**src/rtl/nrs_pkg.sv**
```systemverilog
// Shared definitions for the NB-IoT NRS Gold-sequence generator.
//   - Sequence constants: NC, M_PRIME_BASE, NUM_SYM, SKIP_LEN
//   - LFSR feedback tap masks for x1 and x2
//   - FSM state encoding
//   - calc_c_init(): scrambler initialisation from slot, symbol and cell ID
//   - lfsr_step(): one step of a Fibonacci LFSR given its tap mask
package nrs_pkg;

  localparam int NC           = 1600;
  localparam int M_PRIME_BASE = 109;
  localparam int NUM_SYM      = 2;
  localparam int SKIP_LEN     = NC + 2 * M_PRIME_BASE;  // 1818
  localparam int CNT_W        = 11;

  // Register bit i holds x(n+i); the feedback bit is the XOR of the masked bits.
  // x1: x(n+31) = x(n+3) ^ x(n)
  // x2: x(n+31) = x(n+3) ^ x(n+2) ^ x(n+1) ^ x(n)
  localparam logic [30:0] X1_TAPS = 31'h0000_0009;
  localparam logic [30:0] X2_TAPS = 31'h0000_000F;

  typedef enum logic [1:0] {
    IDLE = 2'd0,
    INIT = 2'd1,
    SKIP = 2'd2,
    EMIT = 2'd3
  } state_t;

  // c_init = 2^10 * (7*(ns+1) + l_sym + 1) * (2*n_id + 1) + 2*n_id + 1
  // Largest in-range value is 151,582,703, which fits in 31 bits.
  function automatic logic [30:0] calc_c_init(input logic [4:0] ns,
                                              input logic [2:0] l_sym,
                                              input logic [8:0] n_id);
    logic [30:0] sym_term;
    logic [30:0] id_term;
    sym_term = 31'd7 * ({26'd0, ns} + 31'd1) + {28'd0, l_sym} + 31'd1;
    id_term  = {21'd0, n_id, 1'b1};
    return ((sym_term * id_term) << 10) + id_term;
  endfunction

  // Shift toward bit 0 and insert the new feedback bit at the top.
  function automatic logic [30:0] lfsr_step(input logic [30:0] x,
                                            input logic [30:0] taps);
    return {^(x & taps), x[30:1]};
  endfunction

endpackage

```
**src/rtl/nrs_gold_lfsr.sv**
```systemverilog
// Gold-sequence LFSR pair (x1, x2) for the NRS generator.
// Ports:
//   clk     in   rising-edge clock
//   rst     in   synchronous active-high reset (x1 = x2 = 0)
//   load    in   load x1 = 1, x2 = c_init (highest priority)
//   c_init  in   31-bit x2 initial value
//   step    in   advance both registers by one step
//   step2   in   advance both registers by two steps (wins over step)
//   c_bit0  out  c at the current position, x1[0] ^ x2[0]
//   c_bit1  out  c one step ahead, x1[1] ^ x2[1]
module nrs_gold_lfsr
  import nrs_pkg::*;
(
  input  logic        clk,
  input  logic        rst,
  input  logic        load,
  input  logic [30:0] c_init,
  input  logic        step,
  input  logic        step2,
  output logic        c_bit0,
  output logic        c_bit1
);

  logic [30:0] x1;
  logic [30:0] x2;

  always_ff @(posedge clk) begin
    if (rst) begin
      x1 <= '0;
      x2 <= '0;
    end else if (load) begin
      x1 <= 31'd1;
      x2 <= c_init;
    end else if (step2) begin
      x1 <= lfsr_step(lfsr_step(x1, X1_TAPS), X1_TAPS);
      x2 <= lfsr_step(lfsr_step(x2, X2_TAPS), X2_TAPS);
    end else if (step) begin
      x1 <= lfsr_step(x1, X1_TAPS);
      x2 <= lfsr_step(x2, X2_TAPS);
    end
  end

  // Bit 1 of each register is already the value one step ahead, so both
  // bits of a QPSK symbol are available without an extra cycle.
  assign c_bit0 = x1[0] ^ x2[0];
  assign c_bit1 = x1[1] ^ x2[1];

endmodule

```
**src/rtl/nrs_gold_seq_gen.sv**
```systemverilog
// NB-IoT NRS QPSK sign-bit generator (one OFDM symbol per start).
// Emits NUM_SYM symbols {nrs_r, nrs_i} = {c(2m'), c(2m'+1)}, m' = m + M_PRIME_BASE,
// where c is the Gold sequence seeded from (ns, l_sym, n_id). A bit of 1 means a
// negative component.
// Ports:
//   clk, rst        clock, synchronous active-high reset
//   start           one-cycle request; ns/l_sym/n_id sampled when accepted
//   ns, l_sym, n_id slot (0..19), OFDM symbol (5/6), NCellID (0..503)
//   busy            high from accepted start until the final symbol handshake
//   cfg_err         one-cycle pulse when a start is rejected for out-of-range inputs
//   out_valid       nrs_r/nrs_i/sym_idx valid
//   out_ready       consumer accept; handshake = out_valid & out_ready
//   nrs_r, nrs_i    sign bits of the current symbol
//   sym_idx         symbol index m
// Configuration macro: NRS_GEN_DUAL_STEP_EN -- advance the LFSRs two steps per
// cycle while skipping (out_valid 911 cycles after start instead of 1820).
module nrs_gold_seq_gen
  import nrs_pkg::*;
(
  input  logic       clk,
  input  logic       rst,
  input  logic       start,
  input  logic [4:0] ns,
  input  logic [2:0] l_sym,
  input  logic [8:0] n_id,
  output logic       busy,
  output logic       cfg_err,
  output logic       out_valid,
  input  logic       out_ready,
  output logic       nrs_r,
  output logic       nrs_i,
  output logic       sym_idx
);

`ifdef NRS_GEN_DUAL_STEP_EN
  localparam logic [CNT_W-1:0] SKIP_LAST = CNT_W'(SKIP_LEN / 2 - 1);
  localparam logic             SKIP_DUAL = 1'b1;
`else
  localparam logic [CNT_W-1:0] SKIP_LAST = CNT_W'(SKIP_LEN - 1);
  localparam logic             SKIP_DUAL = 1'b0;
`endif

  state_t           state;
  logic [CNT_W-1:0] skip_cnt;
  logic [4:0]       ns_q;
  logic [2:0]       l_sym_q;
  logic [8:0]       n_id_q;
  logic             cfg_ok;
  logic             last_sym;
  logic             emit_take;
  logic             lfsr_load;
  logic             lfsr_step1;
  logic             lfsr_step2;
  logic             c_bit0;
  logic             c_bit1;

  assign cfg_ok   = (ns <= 5'd19) && ((l_sym == 3'd5) || (l_sym == 3'd6)) && (n_id <= 9'd503);
  assign last_sym = (sym_idx == 1'(NUM_SYM - 1));

  // In EMIT the LFSR always points at the symbol after the one on the outputs.
  // The output register loads on the first EMIT cycle and on every non-final
  // handshake, and each load moves the LFSR on by one symbol (two steps).
  assign emit_take  = (state == EMIT) && (!out_valid || (out_ready && !last_sym));
  assign lfsr_load  = (state == INIT);
  assign lfsr_step1 = (state == SKIP) && !SKIP_DUAL;
  assign lfsr_step2 = ((state == SKIP) && SKIP_DUAL) || emit_take;

  nrs_gold_lfsr u_lfsr (
    .clk    (clk),
    .rst    (rst),
    .load   (lfsr_load),
    .c_init (calc_c_init(ns_q, l_sym_q, n_id_q)),
    .step   (lfsr_step1),
    .step2  (lfsr_step2),
    .c_bit0 (c_bit0),
    .c_bit1 (c_bit1)
  );

  // Captured configuration; only consumed in INIT, so no reset needed.
  always_ff @(posedge clk) begin
    if ((state == IDLE) && start && cfg_ok) begin
      ns_q    <= ns;
      l_sym_q <= l_sym;
      n_id_q  <= n_id;
    end
  end

  always_ff @(posedge clk) begin
    if (rst) begin
      state     <= IDLE;
      skip_cnt  <= '0;
      busy      <= 1'b0;
      cfg_err   <= 1'b0;
      out_valid <= 1'b0;
      nrs_r     <= 1'b0;
      nrs_i     <= 1'b0;
      sym_idx   <= 1'b0;
    end else begin
      cfg_err <= 1'b0;
      case (state)
        IDLE: begin
          if (start) begin
            if (cfg_ok) begin
              busy  <= 1'b1;
              state <= INIT;
            end else begin
              cfg_err <= 1'b1;
            end
          end
        end
        INIT: begin
          skip_cnt <= '0;
          state    <= SKIP;
        end
        // ---- skip NC + 2*M_PRIME_BASE sequence steps ----
        SKIP: begin
          if (skip_cnt == SKIP_LAST) begin
            state <= EMIT;
          end else begin
            skip_cnt <= skip_cnt + 1'b1;
          end
        end
        // ---- output register / handshake ----
        EMIT: begin
          if (emit_take) begin
            nrs_r     <= c_bit0;
            nrs_i     <= c_bit1;
            out_valid <= 1'b1;
          end
          if (out_valid && out_ready) begin
            sym_idx <= sym_idx + 1'b1;
            if (last_sym) begin
              out_valid <= 1'b0;
              busy      <= 1'b0;
              state     <= IDLE;
            end
          end
        end
        default: state <= IDLE;
      endcase
    end
  end

endmodule

```
**config.mk**
```make
export PLATFORM = sky130hd
export DESIGN_NAME = nrs_gold_seq_gen
export DESIGN_NICKNAME = d
export VERILOG_FILES = /design/src/rtl/nrs_pkg.sv /design/src/rtl/nrs_gold_lfsr.sv /design/src/rtl/nrs_gold_seq_gen.sv
export SDC_FILE = /design/constraint.sdc
export NUM_CORES = 1
export LEC_CHECK = 0
export CAP_MARGIN = 20
export CORE_ASPECT_RATIO = 0.5
export CORE_MARGIN = 1.5
export CORE_UTILIZATION = 40
export DETAILED_ROUTE_END_ITERATION = 6
export PLACE_DENSITY_LB_ADDON = 0.08
export SKIP_LAST_GASP = 1
export SLEW_MARGIN = 20
export SYNTH_ARGS = -nofsm -noshare
export SYNTH_HDL_FRONTEND = slang
export SYNTH_SLANG_ARGS = --single-unit
export TNS_END_PERCENT = 30
```
**constraint.sdc**
```tcl
create_clock -name clk -period 10.6 [get_ports clk]
set_input_delay 1.59 -clock clk [delete_from_list [all_inputs] [get_ports clk]]
set_output_delay 1.59 -clock clk [all_outputs]
set_load 0.03 [all_outputs]
```
==> results.toml <==
[outcome]
status = "finished, final reports clean"

[timing]
finalSetupViolCount = 0
max_freq_ghz = 0.124
fin_crit_sh_pct = 75.9
skew_ps = 15.7
rsz0062_at_grt = "false"
relSlewSlack_pct = 35.1
finalMaxSlewViolations = 0
finalSetupTns_ps = 0
finalHoldViolations = 0
timing.final.crit_period_ps = 8040
max_slew.worst_pin.slew_ps = 966

[synth]
synth_seq_area_share_pct = 25.2
synthesis.area_um2 = 8450
ys.flop_type = "dfxtp_1"
synthCells = 920
syn-num-nets = 1088
async_reset_ff_share_pct = 0
ys_seq_elements = 98
synth-edff-count = 17
yosysUniqueCellTypes = 71
yosys_warnings = 0
avgSynthCellArea_um2 = 9.19

[clock_tree]
clockBufferDepth = 2
cts_setup_buffers = 0
cts_root_buffer = "clkbuf_16"
cts_tree = "yes"
post_cts_resized = 0
clk_pin_slew_ps = 70
htreeDepth = 3
numCtsBuffers = 9
cts.sinks = 98
clkLatencyLatePin_ps = 360
hold_buffers = 0

[cells_and_area]
diodes = 0
fin_util_pct = 44.5
area_delta_synth_final_pct = 8.78
nNetsFinal = 1087
drive_above_1_share_pct = 5.30

[worst_setup_path]
setup.worst_path.class = "flop to flop"
cp-start-kind = "flop"
critPathArrivalTime_ps = 8300
cp.required_ps = 10860
reg2reg_depth = 26
r2r_setup_slack_ps = 2560
endpoint_kind = "flop"
worstPathMaxFanout = 10

[global_routing]
use_met1_pct = 27.1
track_usage_pct = 18.2
overflow = 0
grt_max_degree = 101
first_global_vias = 6214
use_met2_pct = 27.1
grt.busiest_layer = "met1"
grt_antenna_before_repair = 0
grt_pass1_wl_mm = 32.2
grt_util_met3_pct = 3.90

[routing]
first_iter_violations = 346
vias = 6433
antenna_left = 0
first_pass_iters = 7
wl_mm = 19.0
via_per_inst = 5.37
wire_per_inst_um = 15.9
drc = 0

[worst_hold_path]
hold_path_class = "flop to flop"
hold_path_depth = 2

[placement]
portBuffers = 26
finalWeightedCongestion = 0.831
dp_hpwl_mm = 14.0

[floorplanning]
row_count = 37
die_h_um = 106
coreArea_um2 = 20600
die-area_um2 = 22100
ios = 27
dieWidth_um = 209
initial_core_util_pct = 40.9

[flow_run]
max_cap_viol_count = 0
==> sequential cells by signal, summed over array words and instances (netlist names) <==
name / flops
nrs_i: 1
l_sym_q: 3
sym_idx: 1
out_valid: 1
u_lfsr.x1: 31
busy: 1
nrs_r: 1
cfg_err: 1
ns_q: 5
skip_cnt: 11
u_lfsr.x2: 31
state: 2
n_id_q: 9
==> cell type report <==
class	count	area [µm²]
clock buffers	11	243
clock inverters	5	37.5
fillers	2053	11500
inverters	70	263
multi-input cells	706	5860
flip-flops and latches	98	2130
well taps	273	342
repair buffers	34	320
==> path summary, 6_finish.rpt <==
path,from,endpoint
worst min-delay path,u_lfsr.x2[13],u_lfsr.x2[13]
worst max-delay path,ns_q[0],u_lfsr.x2[25]
worst min register to register,u_lfsr.x2[13],u_lfsr.x2[13]
worst max register to register,ns_q[0],u_lfsr.x2[25]
==> layer usage <==
| metal | part of all wire (%) | vias up | routed length, µm |
|---|---|---|---|
| met5 | 0 | - | 0 |
| met4 | 0.68 | 0 | 130 |
| met3 | 4.2 | 7 | 798 |
| met2 | 42 | 76 | 8070 |
| met1 | 53 | 3147 | 10000 |
| li1 | - | 3203 | - |
==> kinds of logic (layout without fill, tap and decap cells) <==
family	after synthesis	in the layout	synth area share, %
buf+inv	116	120	5.66
fa+ha+maj	147	147	27.5
flops	98	98	25.2
mux	37	37	4.40
compound gates	183	183	15.4
simple gates	293	293	16.9
xor+xnor	46	46	4.94
==> synth_stat cells (13+ instances only) <==
cell type,instances,area (µm²)
a211oi_1,38,285
a21oi_1,50,250
a221oi_1,15,131
and2_1,56,350
buf_2,15,75.1
clkbuf_1,26,97.6
dfxtp_1,81,1620
edfxtp_1,17,510
fa_1,65,1300
ha_1,82,1030
inv_1,69,259
mux2i_1,36,360
nand2_1,75,282
nand3_1,25,125
nor2_1,90,338
o21ai_0,13,65.1
xnor2_1,28,245
xor2_1,16,140
==> critical path: stages, from the launching register on <==
cell and delay [ps]:
edfxtp_1 510, ha_1 270, xor2_1 340, xor2_1 280
xnor2_1 120, fa_1 490, inv_1 60, ha_1 270
a21o_1 130, a211oi_2 70, nor2_1 180, nor2_1 70
xnor2_1 760, nand2_1 180, fa_1 580, fa_1 440
fa_1 490, inv_1 50, fa_1 570, fa_1 440
ha_1 380, a21oi_1 310, o211ai_2 190, nand4_2 170
nand4b_2 120, xnor2_1 160, a2111oi_2 340
==> metrics by stage <==
stage | instance area [µm²] | setup slack [ps] | hold slack (ps) | std cells
final | 9190 | 2560 | 483 | 1197
after detailed placement | 8910 | 2510 | 471 | 1180
after global routing | 9190 | 1920 | 512 | 1197
after global placement | 8910 | 2650 | 464 | 1180
after floorplan | 8450 | 3230 | 445 | 920
after CTS | 9190 | 2490 | 483 | 1196
==> layout by cell type (no fill, tap or decap), types with 5 or more instances in the layout <==
cell type         n
or3_1             5
o221ai_1          5
and2_1           56
fa_1             65
a311oi_1          5
a21oi_1          50
xor2_1           16
clkdlybuf4s50_1  26
nor3_1            8
clkbuf_16         9
nor2_1           90
a211oi_1         38
nand3_1          25
buf_4             8
mux2i_1          36
a21o_1            8
xnor2_1          28
o21ai_0          13
a221oi_1         15
o21bai_1          7
nand4_1           8
a31oi_1           5
o211ai_1          9
dfxtp_1          81
inv_1            69
and3_1            5
nand2_1          75
edfxtp_1         17
ha_1             81
Power is left out: the tool's default activity adds up to more than one toggle a clock period on the data nets, which glitch-free logic cannot reach.
==> RTL change 1: new RTL, same flow settings <==
Put one more register stage on the output `cfg_err`. The value now appears one clock later. The other outputs are not delayed to match. Comments in the files are not updated.
--- a/src/rtl/nrs_gold_seq_gen.sv
+++ b/src/rtl/nrs_gold_seq_gen.sv
@@ -32,4 +32,6 @@
   output logic       sym_idx
 );
+
+  logic cfg_err_s0;
 
 `ifdef NRS_GEN_DUAL_STEP_EN
@@ -91,5 +93,5 @@
       skip_cnt  <= '0;
       busy      <= 1'b0;
-      cfg_err   <= 1'b0;
+      cfg_err_s0 <= 1'b0;
       out_valid <= 1'b0;
       nrs_r     <= 1'b0;
@@ -97,5 +99,5 @@
       sym_idx   <= 1'b0;
     end else begin
-      cfg_err <= 1'b0;
+      cfg_err_s0 <= 1'b0;
       case (state)
         IDLE: begin
@@ -105,5 +107,5 @@
               state <= INIT;
             end else begin
-              cfg_err <= 1'b1;
+              cfg_err_s0 <= 1'b1;
             end
           end
@@ -142,4 +144,8 @@
   end
 
+  always_ff @(posedge clk) begin
+    cfg_err <= cfg_err_s0;
+  end
+
 endmodule
 
Behaviour: not the same (Yosys sat finds a counterexample within 4 cycles, from zero or initial values and one cycle with rst high).
==> RTL change 1 against the original RTL <==
Design area is essentially flat. Critical path depth grew 1. Sequential cell count is 1 higher. Wire length down 2.1%. Critical path type unchanged. Area after synthesis decreased by 0.50%. Worst setup slack got worse by 0.61 ns. Via count decreased by 2.9%. Global-route usage increased by 0.12 points. Count of clock-buffer cells in the layout is 1 lower.
Power is not shown: default switching activity piles up to over one toggle a cycle in this logic, so the estimate is an artifact.
==> RTL change 1: results (changes against the original RTL) <==
• 0.1833 — total global routing track utilization, +0.001180
• 1176 — number of cells after detailed placement, -0.34%
• 0.002152 mm^2 — Sequential Area, +0.94%
• 13720 um — HPWL reported at the end of detailed placement, -2.1%
• 5.243 — via/cell ratio, -2.4%
• 5 — Pre-antenna DRT Iters, -2
• 0.01588 ns — Max Clock Skew, +0.0001458 ns
• 708 — count of multi-input gates, +0.28%
• 32280 um — wire length of the first global-routing pass, +0.37%
• complete, no violations — outcome
• nor2_1, dfxtp_1, ha_1, nand2_1 — synth cell count leaders
• 10 — clock buffer count, -1
• 1949 — number of fillers in the final layout, -5.1%
• 0.03692 — clock network area share, +0.006431
• 0.4459 — share of the core filled with cells in the final layout, +0.0005760
• 96 — pin count of the biggest net entering global routing, -5.0%
• 99 — sequential cell count, +1.0%
• 0.8289 — GPL Wtd Cong, -0.28%
• 349 — Initial DRC Count, +0.87%
• 64 — distinct cell type count of the synthesized netlist, -9.9%
• 0.2767 — share of synthesized cell area in full adder, half adder and majority cells, +0.001393
• 0.05120 — share of post-route cells with drive strength above 1, -0.001832
• 27 — worst r2r path cells, +3.8%
• 0.04687 — XOR/XNOR Fraction of Synth Area, -0.002577
• 1.95 ns — slack of the worst reg-to-reg path, -0.61 ns
• 0.05163 — multiplexer area fraction after synthesis, +0.007662
• cfg_err_s0 — startpoint of the most critical hold path
• dfxtp_1, fa_1, ha_1, edfxtp_1, mux2i_1 — biggest area contributors in the synthesized netlist
• xor2_1 — standard cell with the maximum stage delay on the critical path
• 0.1422 — fraction of the mapped netlist area in compound gates, -0.01128
• 65 — invs w/o clock, -7.1%
RTL change 1: cell count changes after synthesis, moves of 4 or more:
cell / change
o21bai_1: -5
nand2_1: +7
nor2_1: +13
nand3_1: -5
buf_2: -9
mux2i_1: +4
xor2_1: +9
nand4_1: -4
o211ai_1: -8
o22ai_1: +6
xnor2_1: -8
inv_1: -4
buf_1: +7
nor2b_1: +7
RTL change 1: how the worst min path moves through the flow:
stage,slack (ns),endpoint,cells after the start
2_1_floorplan,0.31,cfg_err,0
3_3_place_gp,0.31,cfg_err,0
3_5_place_dp,0.32,cfg_err,0
4_1_cts,0.33,cfg_err,0
5_1_grt,0.36,cfg_err,0
6_report,0.33,cfg_err,0
RTL change 1: layer usage:
| layer | wire, um | GRT usage | vias to the layer above |
|---|---|---|---|
| li1 | - | - | 3137 |
| met3 | 535 | 0.03367 | 18 |
| met2 | 7897 | 0.2792 | 69 |
| met1 | 9980 | 0.2698 | 3020 |
| met4 | 216 | 0.03858 | 0 |
| met5 | 0 | 0 | - |
==> RTL change 2: new RTL, same flow settings <==
Without the edit above. The option `NRS_GEN_DUAL_STEP_EN` is turned on by a define.
--- a/src/rtl/nrs_gold_seq_gen.sv
+++ b/src/rtl/nrs_gold_seq_gen.sv
@@ -15,4 +15,6 @@
 // Configuration macro: NRS_GEN_DUAL_STEP_EN -- advance the LFSRs two steps per
 // cycle while skipping (out_valid 911 cycles after start instead of 1820).
+`define NRS_GEN_DUAL_STEP_EN
+
 module nrs_gold_seq_gen
   import nrs_pkg::*;
Behaviour: no difference found for any inputs over 10 cycles, from zero or initial values and one cycle with rst high; that may be too few to reach the edited logic, so the function may still have changed.
==> RTL change 2 against the original RTL <==
Design area fell by 5.8%. Critical path depth did not move. Wire length fell by 5.6%. Sequential cell count did not move. Utilization rose by 0.21 points. Area after synthesis fell by 6.9%. Worst setup slack got worse by 0.33 ns. Critical path type unchanged. Critical endpoint is now u_lfsr.x2[29].
Power is not shown: default switching activity piles up to over one toggle a cycle in this logic, so the estimate is an artifact.
==> RTL change 2: results (changes against the original RTL) <==
• complete, no violations — outcome
• flip-flop to flip-flop — worst min path class
• 517 um — met3 wire length, -35%
• 4 — Pre-antenna DRT Iters, -3
• 2 — maximum clock path buffer count, unchanged
• 15.32 um — routed length per placed instance, -3.7%
• 66 — pin count of the biggest net entering global routing, -35%
• clkbuf_16 — clock tree root buffer cell
• 0.2709 — share of synthesized area occupied by flip-flops and latches, +0.01861
• 57 — distinct cell type count of the synthesized netlist, -20%
• 9740 um — detailed-routing wirelength on met1, -3.0%
• 26 — worst r2r path cells, unchanged
• u_lfsr.x1[4] — Hold Path End
• 9 — number of buffers created by CTS, unchanged
• 0.8172 — GPL Wtd Cong, -1.7%
• 5.084 — via/cell ratio, -5.4%
• u_lfsr.x2[29] — Reg2Reg Capture Point
• 0.04737 — XOR/XNOR Fraction of Synth Area, -0.002076
• 0.03827 — met3 usage, -0.0007693
• 0.2849 — GRT met2 Usage, +0.01398
• met4 — top routing layer used
• 0.2764 — GRT met1 Usage, +0.005434
• 0.36 ns — later-pin clock latency in the skew report, about the same
• 30250 um — wire length of the first global-routing pass, -5.9%
• 0 — post-CTS sizing, unchanged
• 0.2957 — share of synthesized cell area in full adder, half adder and majority cells, +0.02031
• dfxtp_1, fa_1, ha_1, nand2_1, edfxtp_1 — biggest area contributors in the synthesized netlist
• 0.07 ns — clock slew at reported path FFs, about the same
• 10 — worst-path fanout max, unchanged
• 0.1870 — total global routing track utilization, +0.004912
• 3 — deepest level of the CTS H-tree, unchanged
• 291 — Initial DRC Count, -16%
• 0.009105 ns — Max Clock Skew, -0.006630 ns
• 17970 um — final wirelength, -5.6%
• 1936 — number of fillers in the final layout, -5.7%
• 0 — initial antenna violation count, unchanged
• 0.3002 — worst rel slew slack, -0.05090
• 1156 — number of cells after detailed placement, -2.0%
• nand2_1, a21oi_1, ha_1 — synth cell count leaders
• 2.233 ns — minimum setup slack after placement, -0.2723 ns
• 1068 — number of nets in the synthesized netlist, -1.8%
• 0.01033 — multiplexer area fraction after synthesis, -0.03364
• 8.746 um^2 — Post-Syn Area per Cell, -4.8%
• ns_q[0] — Reg2Reg Launch Point
• u_lfsr.x1[6] — startpoint of the most critical hold path
• 7593 um — Detail Route met2 WL, -5.9%
• 0.002132 mm^2 — Sequential Area, unchanged
• 13180 um — HPWL reported at the end of detailed placement, -5.9%
• 0.1265 — fraction of the mapped netlist area in compound gates, -0.02699
• 0.4496 ns — Hold WS, -0.03383 ns
• 0 — number of synthesis warnings, unchanged
• 0 — Async S/R FF share, synth, unchanged
• 0.008362 mm^2 — Area after DPL, -6.1%
• 5837 — number of global-route vias before repair, -6.1%
• 0.02980 — share of post-route cells with drive strength above 1, -0.02323
-- RTL change 2: cells by family after synthesis --
logic type               Yosys count
flip-flops                        98
buffers and inverters            107
adder cells (fa/ha/maj)          147
XOR/XNOR                          41
multiplexers                       8
AND/OR/NAND/NOR                  339
AO/OA/AOI/OAI                    160
-- RTL change 2: final cells by class --
type                       instances  area share
clock buffer                      10     0.02643
multi-input combinational        695      0.6172
sequential                        98      0.2461
timing repair buffer              32     0.03523
tap                              266     0.03841
antenna                            1   0.0002888
inverter                          65     0.02816
clock inverter                     6    0.008231
-- RTL change 2: worst max-delay path by stage --
stage          startpoint       endpoint  slack, ns  cells after the start
2_1_floorplan     ns_q[0]  u_lfsr.x2[29]       2.81                     26
3_3_place_gp      ns_q[0]  u_lfsr.x2[29]       2.32                     26
3_5_place_dp      ns_q[0]  u_lfsr.x2[29]       2.23                     26
4_1_cts           ns_q[0]  u_lfsr.x2[29]       2.18                     26
5_1_grt           ns_q[0]  u_lfsr.x2[29]       1.56                     26
6_report          ns_q[0]  u_lfsr.x2[29]       2.23                     26
-- RTL change 2: critical path, stage by stage, from the launching register on --
cell and delay, ns:
edfxtp_1 0.50, ha_1 0.28, xor2_1 0.33, xor2_1 0.29, xnor2_1 0.13, fa_1 0.49
inv_1 0.07, fa_1 0.45, a21o_1 0.17, a21oi_1 0.21, o21bai_1 0.10, a21oi_1 0.18
xnor2_1 0.44, nand2_1 0.16, fa_1 0.54, fa_1 0.44, fa_1 0.50, inv_1 0.06
fa_1 0.56, fa_1 0.43, ha_1 0.37, a21oi_1 0.19, o211ai_1 0.13, a221o_1 0.37
a31o_1 0.28, or4_1 0.45, and3_1 0.17
